$ cat config.mk
export PLATFORM = sky130hd
export DESIGN_NAME = pipe_em_reg_flat
export DESIGN_NICKNAME = d
export VERILOG_FILES = /design/src/rtl/pipe_em_reg_if.sv /design/src/rtl/pipe_em_reg.sv /design/src/flat_wrapper.sv
export SDC_FILE = /design/constraint.sdc
export NUM_CORES = 1
export LEC_CHECK = 0
export CAP_MARGIN = 20
export CELL_PAD_IN_SITES_DETAIL_PLACEMENT = 0
export CELL_PAD_IN_SITES_GLOBAL_PLACEMENT = 1
export CORE_AREA = 2 2 341 343
export CTS_CLUSTER_DIAMETER = 120
export DETAILED_ROUTE_END_ITERATION = 16
export DIE_AREA = 0 0 343 345
export HOLD_SLACK_MARGIN = 0.05
export PLACE_DENSITY_LB_ADDON = 0.1
export SLEW_MARGIN = 10
export SYNTH_ARGS = -nofsm -noshare
export SYNTH_HDL_FRONTEND = slang
export SYNTH_SLANG_ARGS = --single-unit
$ cat constraint.sdc
create_clock -name clk -period 3.64 [get_ports clk]
set_clock_uncertainty 0.2 [all_clocks]
set_input_delay 0.91 -clock clk [delete_from_list [all_inputs] [get_ports clk]]
set_output_delay 0.91 -clock clk [all_outputs]
set_load 0.02 [all_outputs]
$ cat src/rtl/pipe_em_reg_if.sv
// EXE/MEM boundary bundle: EXE-side fields and controls flow into the
// pipeline register, MEM-side registered copies and hazard info flow out.
interface pipe_em_reg_if;
   // Stage controls
   logic        stall;
   logic        flush;
   logic        Evalid;

   // EXE-side bundle
   logic [31:0] Ealu, Ea, Eb, Ecounter, Ecp0, Ehi, Elo;
   logic [31:0] Emuler_hi, Emuler_lo, Epc4, Eq, Er;
   logic [1:0]  Ecuttersource, Ehisource, Elosource;
   logic [2:0]  Erfsource;
   logic [4:0]  Ern;
   logic        EisGoto, Esign, Ew_dm, Ew_hi, Ew_lo, Ew_rf;

   // MEM-side registered bundle
   logic [31:0] Malu, Ma, Mb, Mcounter, Mcp0, Mhi, Mlo;
   logic [31:0] Mmuler_hi, Mmuler_lo, Mpc4, Mq, Mr;
   logic [1:0]  Mcuttersource, Mhisource, Mlosource;
   logic [2:0]  Mrfsource;
   logic [4:0]  Mrn;
   logic        MisGoto, Msign, Mw_dm, Mw_hi, Mw_lo, Mw_rf;
   logic        Mvalid;

   // Hazard-unit view and instruction count
   logic        fwd_en;
   logic [31:0] fwd_data;
   logic        load_pending;
   logic [31:0] retired_cnt;

   // EXE stage / environment side
   modport master (
      output stall, flush, Evalid,
      output Ealu, Ea, Eb, Ecounter, Ecp0, Ehi, Elo,
      output Emuler_hi, Emuler_lo, Epc4, Eq, Er,
      output Ecuttersource, Ehisource, Elosource, Erfsource, Ern,
      output EisGoto, Esign, Ew_dm, Ew_hi, Ew_lo, Ew_rf,
      input  Malu, Ma, Mb, Mcounter, Mcp0, Mhi, Mlo,
      input  Mmuler_hi, Mmuler_lo, Mpc4, Mq, Mr,
      input  Mcuttersource, Mhisource, Mlosource, Mrfsource, Mrn,
      input  MisGoto, Msign, Mw_dm, Mw_hi, Mw_lo, Mw_rf, Mvalid,
      input  fwd_en, fwd_data, load_pending, retired_cnt
   );

   // Pipeline register side
   modport slave (
      input  stall, flush, Evalid,
      input  Ealu, Ea, Eb, Ecounter, Ecp0, Ehi, Elo,
      input  Emuler_hi, Emuler_lo, Epc4, Eq, Er,
      input  Ecuttersource, Ehisource, Elosource, Erfsource, Ern,
      input  EisGoto, Esign, Ew_dm, Ew_hi, Ew_lo, Ew_rf,
      output Malu, Ma, Mb, Mcounter, Mcp0, Mhi, Mlo,
      output Mmuler_hi, Mmuler_lo, Mpc4, Mq, Mr,
      output Mcuttersource, Mhisource, Mlosource, Mrfsource, Mrn,
      output MisGoto, Msign, Mw_dm, Mw_hi, Mw_lo, Mw_rf, Mvalid,
      output fwd_en, fwd_data, load_pending, retired_cnt
   );
endinterface

$ cat src/rtl/pipe_em_reg.sv
// EXE/MEM pipeline register. Captures the EXE bundle every edge, with
// flush > stall > load priority; an invalid EXE slot becomes a bubble.
// Also derives forwarding info for the hazard unit and counts valid
// instructions entering MEM.
// Handshake: there is no valid/ready pair here; Evalid qualifies the EXE
// bundle on each edge, and stall (MEM busy) freezes the whole stage, so an
// EXE instruction is accepted only on an edge with flush=0 and stall=0.
module pipe_em_reg #(
   parameter logic [2:0] RFSRC_DMEM = 3'd1
) (
   input  logic     clk,
   input  logic     resetn,
   pipe_em_reg_if.slave bus
);

   typedef struct packed {
      logic [31:0] alu, a, b, counter, cp0, hi, lo;
      logic [31:0] muler_hi, muler_lo, pc4, q, r;
      logic [1:0]  cuttersource, hisource, losource;
      logic [2:0]  rfsource;
      logic [4:0]  rn;
      logic        isgoto, sign, w_dm, w_hi, w_lo, w_rf;
   } em_bundle_t;

   em_bundle_t  e_in;
   em_bundle_t  m_q;
   logic        m_valid;
   logic [31:0] retired_cnt;
   logic        load_en;
   logic        m_writes_rf;

   // An instruction enters MEM only when neither flushed nor stalled
   assign load_en = !bus.flush && !bus.stall && bus.Evalid;

   // Gather the EXE-side fields into one bundle
   always_comb begin
      e_in              = '0;
      e_in.alu          = bus.Ealu;
      e_in.a            = bus.Ea;
      e_in.b            = bus.Eb;
      e_in.counter      = bus.Ecounter;
      e_in.cp0          = bus.Ecp0;
      e_in.hi           = bus.Ehi;
      e_in.lo           = bus.Elo;
      e_in.muler_hi     = bus.Emuler_hi;
      e_in.muler_lo     = bus.Emuler_lo;
      e_in.pc4          = bus.Epc4;
      e_in.q            = bus.Eq;
      e_in.r            = bus.Er;
      e_in.cuttersource = bus.Ecuttersource;
      e_in.hisource     = bus.Ehisource;
      e_in.losource     = bus.Elosource;
      e_in.rfsource     = bus.Erfsource;
      e_in.rn           = bus.Ern;
      e_in.isgoto       = bus.EisGoto;
      e_in.sign         = bus.Esign;
      e_in.w_dm         = bus.Ew_dm;
      e_in.w_hi         = bus.Ew_hi;
      e_in.w_lo         = bus.Ew_lo;
      e_in.w_rf         = bus.Ew_rf;
   end

   // Stage register: flush or invalid EXE gives an all-zero bubble, stall holds
   always_ff @(posedge clk or negedge resetn) begin
      if (!resetn) begin
         m_q     <= '0;
         m_valid <= 1'b0;
      end else if (bus.flush) begin
         m_q     <= '0;
         m_valid <= 1'b0;
      end else if (bus.stall) begin
         m_q     <= m_q;
         m_valid <= m_valid;
      end else if (bus.Evalid) begin
         m_q     <= e_in;
         m_valid <= 1'b1;
      end else begin
         m_q     <= '0;
         m_valid <= 1'b0;
      end
   end

   // Wrapping count of valid instructions loaded into MEM
   always_ff @(posedge clk or negedge resetn) begin
      if (!resetn) begin
         retired_cnt <= 32'd0;
      end else if (load_en) begin
         retired_cnt <= retired_cnt + 32'd1;
      end
   end

   // A live register write that could be seen by younger instructions
   assign m_writes_rf = m_valid && m_q.w_rf && (m_q.rn != 5'd0);

   // Forwarding value chosen by write-back source; loads have nothing yet
   always_comb begin
      bus.fwd_data = 32'd0;
      case (m_q.rfsource)
         3'd0:    bus.fwd_data = m_q.alu;
         3'd2:    bus.fwd_data = m_q.hi;
         3'd3:    bus.fwd_data = m_q.lo;
         3'd4:    bus.fwd_data = m_q.muler_lo;
         3'd5:    bus.fwd_data = m_q.cp0;
         3'd6:    bus.fwd_data = m_q.q;
         3'd7:    bus.fwd_data = m_q.r;
         default: bus.fwd_data = 32'd0;
      endcase
   end

   assign bus.fwd_en       = m_writes_rf && (m_q.rfsource != RFSRC_DMEM);
   assign bus.load_pending = m_writes_rf && (m_q.rfsource == RFSRC_DMEM);
   assign bus.retired_cnt  = retired_cnt;
   assign bus.Mvalid       = m_valid;

   assign bus.Malu          = m_q.alu;
   assign bus.Ma            = m_q.a;
   assign bus.Mb            = m_q.b;
   assign bus.Mcounter      = m_q.counter;
   assign bus.Mcp0          = m_q.cp0;
   assign bus.Mhi           = m_q.hi;
   assign bus.Mlo           = m_q.lo;
   assign bus.Mmuler_hi     = m_q.muler_hi;
   assign bus.Mmuler_lo     = m_q.muler_lo;
   assign bus.Mpc4          = m_q.pc4;
   assign bus.Mq            = m_q.q;
   assign bus.Mr            = m_q.r;
   assign bus.Mcuttersource = m_q.cuttersource;
   assign bus.Mhisource     = m_q.hisource;
   assign bus.Mlosource     = m_q.losource;
   assign bus.Mrfsource     = m_q.rfsource;
   assign bus.Mrn           = m_q.rn;
   assign bus.MisGoto       = m_q.isgoto;
   assign bus.Msign         = m_q.sign;
   assign bus.Mw_dm         = m_q.w_dm;
   assign bus.Mw_hi         = m_q.w_hi;
   assign bus.Mw_lo         = m_q.w_lo;
   assign bus.Mw_rf         = m_q.w_rf;

endmodule

$ cat src/flat_wrapper.sv
// flat-port wrapper written by rule: the top's interface ports become plain ports
module pipe_em_reg_flat 
#(
   parameter logic [2:0] RFSRC_DMEM = 3'd1
)
  (clk, resetn, bus_stall, bus_flush, bus_Evalid, bus_Ealu, bus_Ea, bus_Eb, bus_Ecounter, bus_Ecp0, bus_Ehi, bus_Elo, bus_Emuler_hi, bus_Emuler_lo, bus_Epc4, bus_Eq, bus_Er, bus_Ecuttersource, bus_Ehisource, bus_Elosource, bus_Erfsource, bus_Ern, bus_EisGoto, bus_Esign, bus_Ew_dm, bus_Ew_hi, bus_Ew_lo, bus_Ew_rf, bus_Malu, bus_Ma, bus_Mb, bus_Mcounter, bus_Mcp0, bus_Mhi, bus_Mlo, bus_Mmuler_hi, bus_Mmuler_lo, bus_Mpc4, bus_Mq, bus_Mr, bus_Mcuttersource, bus_Mhisource, bus_Mlosource, bus_Mrfsource, bus_Mrn, bus_MisGoto, bus_Msign, bus_Mw_dm, bus_Mw_hi, bus_Mw_lo, bus_Mw_rf, bus_Mvalid, bus_fwd_en, bus_fwd_data, bus_load_pending, bus_retired_cnt);
  pipe_em_reg_if bus_i ();
  input  logic clk;
  input  logic resetn;
  input wire logic [$bits(bus_i.stall)-1:0] bus_stall;
  input wire logic [$bits(bus_i.flush)-1:0] bus_flush;
  input wire logic [$bits(bus_i.Evalid)-1:0] bus_Evalid;
  input wire logic [$bits(bus_i.Ealu)-1:0] bus_Ealu;
  input wire logic [$bits(bus_i.Ea)-1:0] bus_Ea;
  input wire logic [$bits(bus_i.Eb)-1:0] bus_Eb;
  input wire logic [$bits(bus_i.Ecounter)-1:0] bus_Ecounter;
  input wire logic [$bits(bus_i.Ecp0)-1:0] bus_Ecp0;
  input wire logic [$bits(bus_i.Ehi)-1:0] bus_Ehi;
  input wire logic [$bits(bus_i.Elo)-1:0] bus_Elo;
  input wire logic [$bits(bus_i.Emuler_hi)-1:0] bus_Emuler_hi;
  input wire logic [$bits(bus_i.Emuler_lo)-1:0] bus_Emuler_lo;
  input wire logic [$bits(bus_i.Epc4)-1:0] bus_Epc4;
  input wire logic [$bits(bus_i.Eq)-1:0] bus_Eq;
  input wire logic [$bits(bus_i.Er)-1:0] bus_Er;
  input wire logic [$bits(bus_i.Ecuttersource)-1:0] bus_Ecuttersource;
  input wire logic [$bits(bus_i.Ehisource)-1:0] bus_Ehisource;
  input wire logic [$bits(bus_i.Elosource)-1:0] bus_Elosource;
  input wire logic [$bits(bus_i.Erfsource)-1:0] bus_Erfsource;
  input wire logic [$bits(bus_i.Ern)-1:0] bus_Ern;
  input wire logic [$bits(bus_i.EisGoto)-1:0] bus_EisGoto;
  input wire logic [$bits(bus_i.Esign)-1:0] bus_Esign;
  input wire logic [$bits(bus_i.Ew_dm)-1:0] bus_Ew_dm;
  input wire logic [$bits(bus_i.Ew_hi)-1:0] bus_Ew_hi;
  input wire logic [$bits(bus_i.Ew_lo)-1:0] bus_Ew_lo;
  input wire logic [$bits(bus_i.Ew_rf)-1:0] bus_Ew_rf;
  output wire logic [$bits(bus_i.Malu)-1:0] bus_Malu;
  output wire logic [$bits(bus_i.Ma)-1:0] bus_Ma;
  output wire logic [$bits(bus_i.Mb)-1:0] bus_Mb;
  output wire logic [$bits(bus_i.Mcounter)-1:0] bus_Mcounter;
  output wire logic [$bits(bus_i.Mcp0)-1:0] bus_Mcp0;
  output wire logic [$bits(bus_i.Mhi)-1:0] bus_Mhi;
  output wire logic [$bits(bus_i.Mlo)-1:0] bus_Mlo;
  output wire logic [$bits(bus_i.Mmuler_hi)-1:0] bus_Mmuler_hi;
  output wire logic [$bits(bus_i.Mmuler_lo)-1:0] bus_Mmuler_lo;
  output wire logic [$bits(bus_i.Mpc4)-1:0] bus_Mpc4;
  output wire logic [$bits(bus_i.Mq)-1:0] bus_Mq;
  output wire logic [$bits(bus_i.Mr)-1:0] bus_Mr;
  output wire logic [$bits(bus_i.Mcuttersource)-1:0] bus_Mcuttersource;
  output wire logic [$bits(bus_i.Mhisource)-1:0] bus_Mhisource;
  output wire logic [$bits(bus_i.Mlosource)-1:0] bus_Mlosource;
  output wire logic [$bits(bus_i.Mrfsource)-1:0] bus_Mrfsource;
  output wire logic [$bits(bus_i.Mrn)-1:0] bus_Mrn;
  output wire logic [$bits(bus_i.MisGoto)-1:0] bus_MisGoto;
  output wire logic [$bits(bus_i.Msign)-1:0] bus_Msign;
  output wire logic [$bits(bus_i.Mw_dm)-1:0] bus_Mw_dm;
  output wire logic [$bits(bus_i.Mw_hi)-1:0] bus_Mw_hi;
  output wire logic [$bits(bus_i.Mw_lo)-1:0] bus_Mw_lo;
  output wire logic [$bits(bus_i.Mw_rf)-1:0] bus_Mw_rf;
  output wire logic [$bits(bus_i.Mvalid)-1:0] bus_Mvalid;
  output wire logic [$bits(bus_i.fwd_en)-1:0] bus_fwd_en;
  output wire logic [$bits(bus_i.fwd_data)-1:0] bus_fwd_data;
  output wire logic [$bits(bus_i.load_pending)-1:0] bus_load_pending;
  output wire logic [$bits(bus_i.retired_cnt)-1:0] bus_retired_cnt;
  assign bus_i.stall = bus_stall;
  assign bus_i.flush = bus_flush;
  assign bus_i.Evalid = bus_Evalid;
  assign bus_i.Ealu = bus_Ealu;
  assign bus_i.Ea = bus_Ea;
  assign bus_i.Eb = bus_Eb;
  assign bus_i.Ecounter = bus_Ecounter;
  assign bus_i.Ecp0 = bus_Ecp0;
  assign bus_i.Ehi = bus_Ehi;
  assign bus_i.Elo = bus_Elo;
  assign bus_i.Emuler_hi = bus_Emuler_hi;
  assign bus_i.Emuler_lo = bus_Emuler_lo;
  assign bus_i.Epc4 = bus_Epc4;
  assign bus_i.Eq = bus_Eq;
  assign bus_i.Er = bus_Er;
  assign bus_i.Ecuttersource = bus_Ecuttersource;
  assign bus_i.Ehisource = bus_Ehisource;
  assign bus_i.Elosource = bus_Elosource;
  assign bus_i.Erfsource = bus_Erfsource;
  assign bus_i.Ern = bus_Ern;
  assign bus_i.EisGoto = bus_EisGoto;
  assign bus_i.Esign = bus_Esign;
  assign bus_i.Ew_dm = bus_Ew_dm;
  assign bus_i.Ew_hi = bus_Ew_hi;
  assign bus_i.Ew_lo = bus_Ew_lo;
  assign bus_i.Ew_rf = bus_Ew_rf;
  assign bus_Malu = bus_i.Malu;
  assign bus_Ma = bus_i.Ma;
  assign bus_Mb = bus_i.Mb;
  assign bus_Mcounter = bus_i.Mcounter;
  assign bus_Mcp0 = bus_i.Mcp0;
  assign bus_Mhi = bus_i.Mhi;
  assign bus_Mlo = bus_i.Mlo;
  assign bus_Mmuler_hi = bus_i.Mmuler_hi;
  assign bus_Mmuler_lo = bus_i.Mmuler_lo;
  assign bus_Mpc4 = bus_i.Mpc4;
  assign bus_Mq = bus_i.Mq;
  assign bus_Mr = bus_i.Mr;
  assign bus_Mcuttersource = bus_i.Mcuttersource;
  assign bus_Mhisource = bus_i.Mhisource;
  assign bus_Mlosource = bus_i.Mlosource;
  assign bus_Mrfsource = bus_i.Mrfsource;
  assign bus_Mrn = bus_i.Mrn;
  assign bus_MisGoto = bus_i.MisGoto;
  assign bus_Msign = bus_i.Msign;
  assign bus_Mw_dm = bus_i.Mw_dm;
  assign bus_Mw_hi = bus_i.Mw_hi;
  assign bus_Mw_lo = bus_i.Mw_lo;
  assign bus_Mw_rf = bus_i.Mw_rf;
  assign bus_Mvalid = bus_i.Mvalid;
  assign bus_fwd_en = bus_i.fwd_en;
  assign bus_fwd_data = bus_i.fwd_data;
  assign bus_load_pending = bus_i.load_pending;
  assign bus_retired_cnt = bus_i.retired_cnt;
  pipe_em_reg #(.RFSRC_DMEM(RFSRC_DMEM)) u_core (.clk(clk), .resetn(resetn), .bus(bus_i));
endmodule
# After elaboration in Yosys (flattened, before gate mapping)
# Cells that the tools add are included.
# W data, S select, Z words.
# totals
ff_bits,437
output_inout_bits,471
# classes
add_sub_neg,1
eq_ne,9
n_mux,7
n_reduce_logical,10
# ops
cell,count
$mux W404,3
$pmux W32 S7,1
$add A32 B1 Y32 const B,1
$eq A3 B3 Y1 const B,4
$eq A3 B2 Y1 const B,2
$logic_and A1 B1 Y1,6
$reduce_bool A5 Y1,1
$eq A3 B1 Y1 const B,1
$logic_not A3 Y1,1
$mux W1,3
$ne A3 B1 Y1 const B,1
$logic_not A1 Y1,2
$ne A2 B1 Y1 const B,1

# Longest topological paths before layout
# Gate-level depths: netlist (run 1).
# logic_depth
word_depth,3
mapped_depth,7

# Least setup slack after synthesis (run 1)
# Ideal clock, no wire load.
# synth_timing
kind,register to output
startpoint,"reg u_core.m_q, in the netlist u_core.bus.Mrfsource[0]"
endpoint,out bus_load_pending
arrival_time_ns,1.897
slack_ns,0.633
path_stages_with_launch,6
n_path_buf,3
path_cell_list,dfrtp_1 -> buf_4 -> buf_2 -> inv_2 -> buf_1 -> nor4_1
# synth_between
elab_chain_len,2
# synth_lines
element,line,rtl
from (decl),pipe_em_reg.sv:26,em_bundle_t m_q;
from (signal assigned),pipe_em_reg.sv:72,m_q <= m_q;
from (signal assigned),pipe_em_reg.sv:75,m_q <= e_in;
$eq A3 B1 Y1,pipe_em_reg.sv:111,assign bus.load_pending = m_writes_rf && (m_q.rfsource == RFSRC_DMEM);
$logic_and A1 B1 Y1,pipe_em_reg.sv:111,
to (decl),flat_wrapper.sv:62,output wire logic [$bits(bus_i.load_pending)-1:0] bus_load_pending;
# No other way between the ends.

# Worst setup path after layout (run 1)
# layout_timing
startpoint,"reg u_core.m_q, in the netlist u_core.bus.Mrfsource[2]"
endpoint,out bus_fwd_data[18]
# layout_between
elab_chain_len,2
elab_cells_between_ends,8
# layout_lines
element,line,rtl
$eq A3 B3 Y1 (tied with other cells),pipe_em_reg.sv:98,case (m_q.rfsource)
$pmux W32 S7 (*),pipe_em_reg.sv:98,
to (decl),flat_wrapper.sv:61,output wire logic [$bits(bus_i.fwd_data)-1:0] bus_fwd_data;
# Every way passes the cells marked *; elsewhere a longest branch is shown, timed or not.

==> run summary, run 1 <==
CTS sink cnt: 437
Routability-driven placement congestion ratio: 0.7572
CTS Root Cell: clkbuf_16
CORE AREA: 115100 µm²
Critical path fanouts, max: 6
Hold WS: 279.7 ps
Leak: 13.10 nW
Vias in the first global route: 16830
Pin count of the biggest net entering global routing: 71
Pint: 9.681 mW
Aggregate routed wire length: 101500 µm
WL per Instance: 27.01 µm
Place WS: 173.5 ps
Period minus WS final: 3644 ps
Share of layout cells above drive strength 1: 0.1395
Filler cells: 12060
Post-synthesis register bit count: 437
Hold Vio Cnt, Final: 0
FFs w/ async S/R, synth: 1.000
Most used flip-flop cell after synthesis: dfrtp_1
Net Sw Frac: 0.2735
Fin crit share: 1.001
DRC: 0
Top-area cell type share of the netlist area: 0.6263
R2R setup slack: 1490 ps
Post-route cell area: 31150 µm²
Area Overhead vs Synth: 78.40%
Status: complete, but fails checks
Seq pwr share: 0.395
Layout Nets: 2590
Synth Warn #: 0
Final core utilization: 0.2706
Worst setup SP type: register
PwrDens: 427.8 nW/µm²
EDFF count, synth: 0
Slew @ Worst Pin: 940.8 ps
Die width: 343 µm
First-pass GRT wire length: 139500 µm
Clock power share: 0.451
ANT nets after route: 0
Placed cell count: 3600
Vias: 15330
Gr usage total: 0.1664
TritonCTS buffer count: 60
Die H: 345 µm
Final WS setup: -4.393 ps
Power Total: 13.33 mW
Crit end category: primary output
Synthesized Nets: 1662
Type of the most critical hold path: register to register
Psw: 3.644 mW
Max Fclk: 274.4 MHz
Worst slew margin: 0.3681
Data required, critical path: 2530 ps
Max Cap Violations: 0
Post-DP HPWL: 75190 µm
Drt first pass iters: 4
Clock H-tree levels: 2
Power share of the combinational group: 0.154
Synth area leader: dfrtp_1
Port buffer count: 879
RSZ-0062 raised after global routing: true
Number of cell rows: 125
Fin Setup TNS: -4.393 ps
Max clock buf depth: 3
Setup Viol. Count Final: 1
Initial antenna violation count: 21
Dpl cell area: 28480 µm²
Clock-pin slew on the worst setup and hold paths: 60 ps
Mapped Area: 17460 µm²
Netlist cell types: 43
Seq/Total Area, Yosys: 0.6263
Cells after synthesis: 1252
Main area contributors after synthesis: dfrtp_1, a22o_1, mux4_2, mux2_2, buf_2
Post-synth top cells: dfrtp_1, a22o_1, buf_2
Total grt overflow: 0
Arrival time worst endpoint: 2530 ps
Peak supply drop: 353.3 µV
I/O pin count: 880
Area of the die: 118300 µm²
Finished Layout Cells: 3758
Initial Utilization: 0.1517
Failing checks: setup timing
Cell with the most instances after synthesis: dfrtp_1
Clk_lat worst skew: 650 ps
DR iter-0 viols: 663
Slew Limit Fails: 0
CTS tree: yes
Synth Area per Inst: 13.95 µm²
Crit path kind: register to primary output
Vias/cell: 4.079
==> flip-flops by register name, summed over array words and instances, names as in the netlist, 5 cells and up <==
signal	flops
u_core.bus.Mpc4	32
u_core.bus.Mq	32
u_core.bus.Mrn	5
u_core.bus.Mmuler_lo	32
u_core.bus.Malu	32
u_core.bus.Mhi	32
u_core.bus.Mcounter	32
u_core.bus.Mlo	32
u_core.bus.Mcp0	32
u_core.bus.Mr	32
u_core.bus.Ma	32
u_core.bus.Mmuler_hi	32
u_core.bus.retired_cnt	32
u_core.bus.Mb	32
==> logic make-up (layout without fill, tap and decap cells) <==
logic type	count (synthesis)	count (layout)	synth area share
muxes	68	68	0.05790
AOI/OAI and AO/OA	469	469	0.2291
xor gates and xnor gates	31	31	0.01555
adders and majority gates	1	1	0.0007165
other	0	5	0
buffers and inverters	138	1115	0.03555
DFF	437	437	0.6263
and+or+nand+nor	108	108	0.03483
==> cell usage in the layout, fill, tap and decap left out, drive strengths merged, types with 2 or more instances in the layout <==
cell	instances
clkdlybuf4s50	844
dfrtp	437
a22o	406
buf	124
clkbuf	99
nor2	28
xnor2	26
mux4	24
mux2	24
inv	23
mux2i	20
a221oi	20
nand2	19
nand3	19
a21oi	19
nand4	16
clkinv	9
o21ai	9
o2bb2ai	6
nor3	6
clkdlybuf4s15	6
diode	5
and3	5
xor2	5
o211ai	4
bufbuf	4
nor2b	4
nor4	4
dlygate4sd2	3
a32oi	3
bufinv	2
a221o	2
==> worst max-delay path, cell delays in order (launching register included) <==
cell and delay, ps:
dfrtp_4 550, nor2b_4 160, buf_4 130, buf_12 140
a22o_1 250, a221o_1 370, clkdlybuf4s15_2 270
==> timing repair <==
item | in CTS | in global routing
hold endpoints to repair | 24 | 0
endpoints found under the setup margin | 33 | 22
buffers inserted | 16 | 20
pin swaps | 2 | 4
gates cloned | 6 | 1
resized for setup | 113 | 32
hold buffers | 1 | 0
==> final cells by class <==
class | instances | area [µm²] | share of cell area
Timing Repair Buffer | 986 | 10190 | 0.3273
Inverter | 18 | 70.07 | 0.002250
Sequential cell | 437 | 10950 | 0.3514
Antenna cell | 5 | 12.51 | 0.0004017
Clock inverter | 16 | 152.6 | 0.004901
Tap cell | 1524 | 1907 | 0.06122
Multi-Input combinational cell | 677 | 6041 | 0.1939
Clock buffer | 95 | 1824 | 0.05857
==> metal layers <==
metal | track usage | up-vias | routed length, µm
met1 | 0.1938 | 7807 | 39800
li1 | - | 6752 | -
met2 | 0.2818 | 615 | 49840
met3 | 0.06638 | 132 | 9261
met5 | 0 | - | 142
met4 | 0.04394 | 22 | 2479
==> power groups by stage <==
| stage | combinational, mW | sequential (mW) | clock, mW |
|---|---|---|---|
| 2_1_floorplan | 0.451 | 5.51 | 0 |
| 3_3_place_gp | 2.02 | 5.35 | 0 |
| 3_5_place_dp | 2.03 | 5.34 | 0 |
| 4_1_cts | 2.08 | 5.26 | 6.23 |
| 5_1_grt | 2.18 | 5.28 | 6.43 |
| 6_report | 2.05 | 5.26 | 6.02 |
==> final timing paths <==
path | startpoint | end | cells past startpoint
worst max-delay path | u_core.bus.Mrfsource[2]$_DFFE_PN0P_ | bus_fwd_data[18] | 6
worst min-delay path | u_core.bus.retired_cnt[31]$_DFFE_PN0P_ | u_core.bus.retired_cnt[31]$_DFFE_PN0P_ | 1
worst max register to register | u_core.bus.retired_cnt[8]$_DFFE_PN0P_ | u_core.bus.retired_cnt[22]$_DFFE_PN0P_ | 4
worst min register to register | u_core.bus.retired_cnt[31]$_DFFE_PN0P_ | u_core.bus.retired_cnt[31]$_DFFE_PN0P_ | 1
max in group asynchronous | resetn | u_core.bus.Mb[16]$_DFFE_PN0P_ | 3
min in group asynchronous | resetn | u_core.bus.Mlosource[1]$_DFFE_PN0P_ | 2
Power figures use the tool's default switching activity.
==> inputs of run 2 (changes only) <==
==> constraint.sdc (replaced) <==
create_clock -name clk -period 4.7 [get_ports clk]
set_clock_uncertainty 0.2 [all_clocks]
set_input_delay 1.175 -clock clk [delete_from_list [all_inputs] [get_ports clk]]
set_output_delay 1.175 -clock clk [all_outputs]
set_load 0.005 [all_outputs]
==> run summary, run 2 (synthesis gave the netlist of run 1 again) <==
Status: finished, final reports clean
PwrDens: 328.6 nW/µm² (-23%)
Data required, critical path: 3320 ps (+790 ps)
Die H: 345 µm (unchanged)
Critical path fanouts, max: 25 (+19)
Pin count of the biggest net entering global routing: 95 (+34%)
CTS tree: yes
Clock power share: 0.457 (+0.006)
DRC: 0 (unchanged)
ANT nets after route: 0 (unchanged)
Commonest non-fill, non-tap cell in the layout: clkdlybuf4s50_1
Final core utilization: 0.2618 (-0.008804)
Final WS setup: 267.9 ps (+272.3 ps)
Drt first pass iters: 4 (unchanged)
WL per Instance: 26.91 µm (-0.38%)
DR WL met2: 48430 µm (-2.8%)
Type of the most critical hold path: input pin to async pin
Vias in the first global route: 16470 (-2.1%)
Place WS: 732.9 ps (+559.4 ps)
Port buffer count: 879 (unchanged)
Crit path to: bus_fwd_data[22]
I/O pin count: 880 (unchanged)
Net Sw Frac: 0.2625 (-0.01095)
Leak: 12.52 nW (-4.5%)
Period minus WS final: 4432 ps
Total grt overflow: 0 (unchanged)
Power share of the combinational group: 0.131 (-0.023)
Seq pwr share: 0.412 (+0.017)
Reg-to-Reg End: u_core.bus.retired_cnt[25]$_DFFE_PN0P_
Clock-pin slew on the worst setup and hold paths: 60 ps (about the same)
Aggregate routed wire length: 99630 µm (-1.9%)
Layout Nets: 2526 (-2.5%)
Vias: 15160 (-1.1%)
Setup Viol. Count Final: 0 (-1)
Crit path launch: u_core.bus.Mrfsource[0]$_DFFE_PN0P_
Slew @ Worst Pin: 922.7 ps (-18.08 ps)
Max Fclk: 225.6 MHz
Gr usage total: 0.1632 (-0.003232)
Post-DP HPWL: 74140 µm (-1.4%)
Fin Setup TNS: 0 ps (+4.393 ps)
DR iter-0 viols: 756 (+14%)
Die width: 343 µm (unchanged)
Commonest non-fill, non-tap cells in the layout: clkdlybuf4s50_1, dfrtp_1, a22o_1
Pint: 7.302 mW (-25%)
Worst setup SP type: register
Clk_lat worst skew: 630 ps (-20 ps)
CORE AREA: 115100 µm² (unchanged)
Fin crit share: 0.9430
Psw: 2.599 mW (-29%)
Post-CTS setup buffer count: 0 (-16)
R2R cell count: 4 (unchanged)
Reg2Reg Launch Point: u_core.bus.retired_cnt[8]$_DFFE_PN0P_
Clock H-tree levels: 2 (unchanged)
Initial Utilization: 0.1517 (unchanged)
Hold Vio Cnt, Final: 0 (unchanged)
Peak supply drop: 264.9 µV (-25%)
Area Overhead vs Synth: 72.60%
RSZ-0062 raised after global routing: false
Crit end category: primary output
Dpl cell area: 28180 µm² (-1.1%)
Vias/cell: 4.094 (+0.37%)
Crit path kind: register to primary output
TritonCTS buffer count: 59 (-1.7%)
Arrival time worst endpoint: 3060 ps (+530 ps)
Area of the die: 118300 µm² (unchanged)
CTS Root Cell: clkbuf_16
Post-route cell area: 30130 µm² (-3.3%)
Number of cell rows: 125 (unchanged)
Routed wl met3: 8641 µm (-6.7%)
WL met1: 39570 µm (-0.58%)
Max clock buf depth: 3 (unchanged)
R2R setup slack: 2600 ps (+1110 ps)
Initial antenna violation count: 26 (+24%)
Routability-driven placement congestion ratio: 0.7634 (+0.82%)
Share of layout cells above drive strength 1: 0.09524 (-0.04429)
Slew Limit Fails: 0 (unchanged)
Worst slew margin: 0.3849 (+0.01677)
Max Cap Violations: 0 (unchanged)
Top Layer Used: met5
First-pass GRT wire length: 137300 µm (-1.6%)
CTS sink cnt: 437 (unchanged)
==> run 2: cell count changes in the layout (fill, tap and decap cells not counted), sizes merged, moves of 2 or more <==
cell	before	now
clkbuf	99	89
bufbuf	4	0
clkdlybuf4s50	844	876
clkdlybuf4s15	6	0
diode	5	15
buf	124	47
clkinv	9	15
dlygate4sd2	3	0
inv	23	21
==> run 2: final cells by class <==
type / instances / area [µm²]
Fill cell: 12070 / 84980
Sequential cell: 437 / 10950
Timing Repair Buffer: 923 / 9329
Multi-Input combinational cell: 677 / 5933
Tap cell: 1524 / 1907
Clock buffer: 89 / 1749
Clock inverter: 19 / 163.9
Inverter: 18 / 67.56
Antenna cell: 15 / 37.54
==> run 2: power by group through the flow <==
stage | logic, mW | clock network [mW] | registers, mW
final | 1.30 | 4.52 | 4.08
after global routing | 1.40 | 4.86 | 4.10
after CTS | 1.34 | 4.71 | 4.09
after detailed placement | 1.33 | 0 | 4.15
after global placement | 1.33 | 0 | 4.15
after floorplan | 0.328 | 0 | 4.10
==> run 2: worst max-delay path, stage by stage (launching register included) <==
cell	delay, ps
dfrtp_4	740
buf_4	340
mux4_2	520
mux2_2	290
clkdlybuf4s50_1	510
==> run 2: through the flow <==
| stage | power [mW] | hold WS (ps) | cells |
|---|---|---|---|
| detailed placement | 5.481 | 269.5 | 3579 |
| finish | 9.902 | 277.2 | 3702 |
| global placement | 5.484 | 265.7 | 3579 |
| global route | 10.36 | 275.6 | 3697 |
| floorplan | 4.425 | 268.2 | 1252 |
| CTS | 10.14 | 277.4 | 3687 |
==> run 2: timing repair <==
action                     in CTS  in global routing
hold buffers                    0                  0
hold endpoints to repair        0                  0
resized for setup               1                  1
setup endpoints to repair       1                  3
pin swaps                       0                  0
==> run 2: worst min path at each step <==
stage	start	slack [ps]	to
4_1_cts	resetn	280	u_core.bus.Mcuttersource[1]$_DFFE_PN0P_
3_3_place_gp	u_core.bus.retired_cnt[31]$_DFFE_PN0P_	270	u_core.bus.retired_cnt[31]$_DFFE_PN0P_
6_report	resetn	280	u_core.bus.Mmuler_lo[19]$_DFFE_PN0P_
3_5_place_dp	u_core.bus.retired_cnt[31]$_DFFE_PN0P_	270	u_core.bus.retired_cnt[31]$_DFFE_PN0P_
5_1_grt	resetn	280	u_core.bus.Mmuler_lo[19]$_DFFE_PN0P_
2_1_floorplan	u_core.bus.retired_cnt[31]$_DFFE_PN0P_	270	u_core.bus.retired_cnt[31]$_DFFE_PN0P_
==> run 2: routing by layer <==
metal,global-route usage,vias up
met5,0,-
met4,0.05659,20
met3,0.06137,142
met2,0.2701,595
met1,0.1923,7767
li1,-,6631
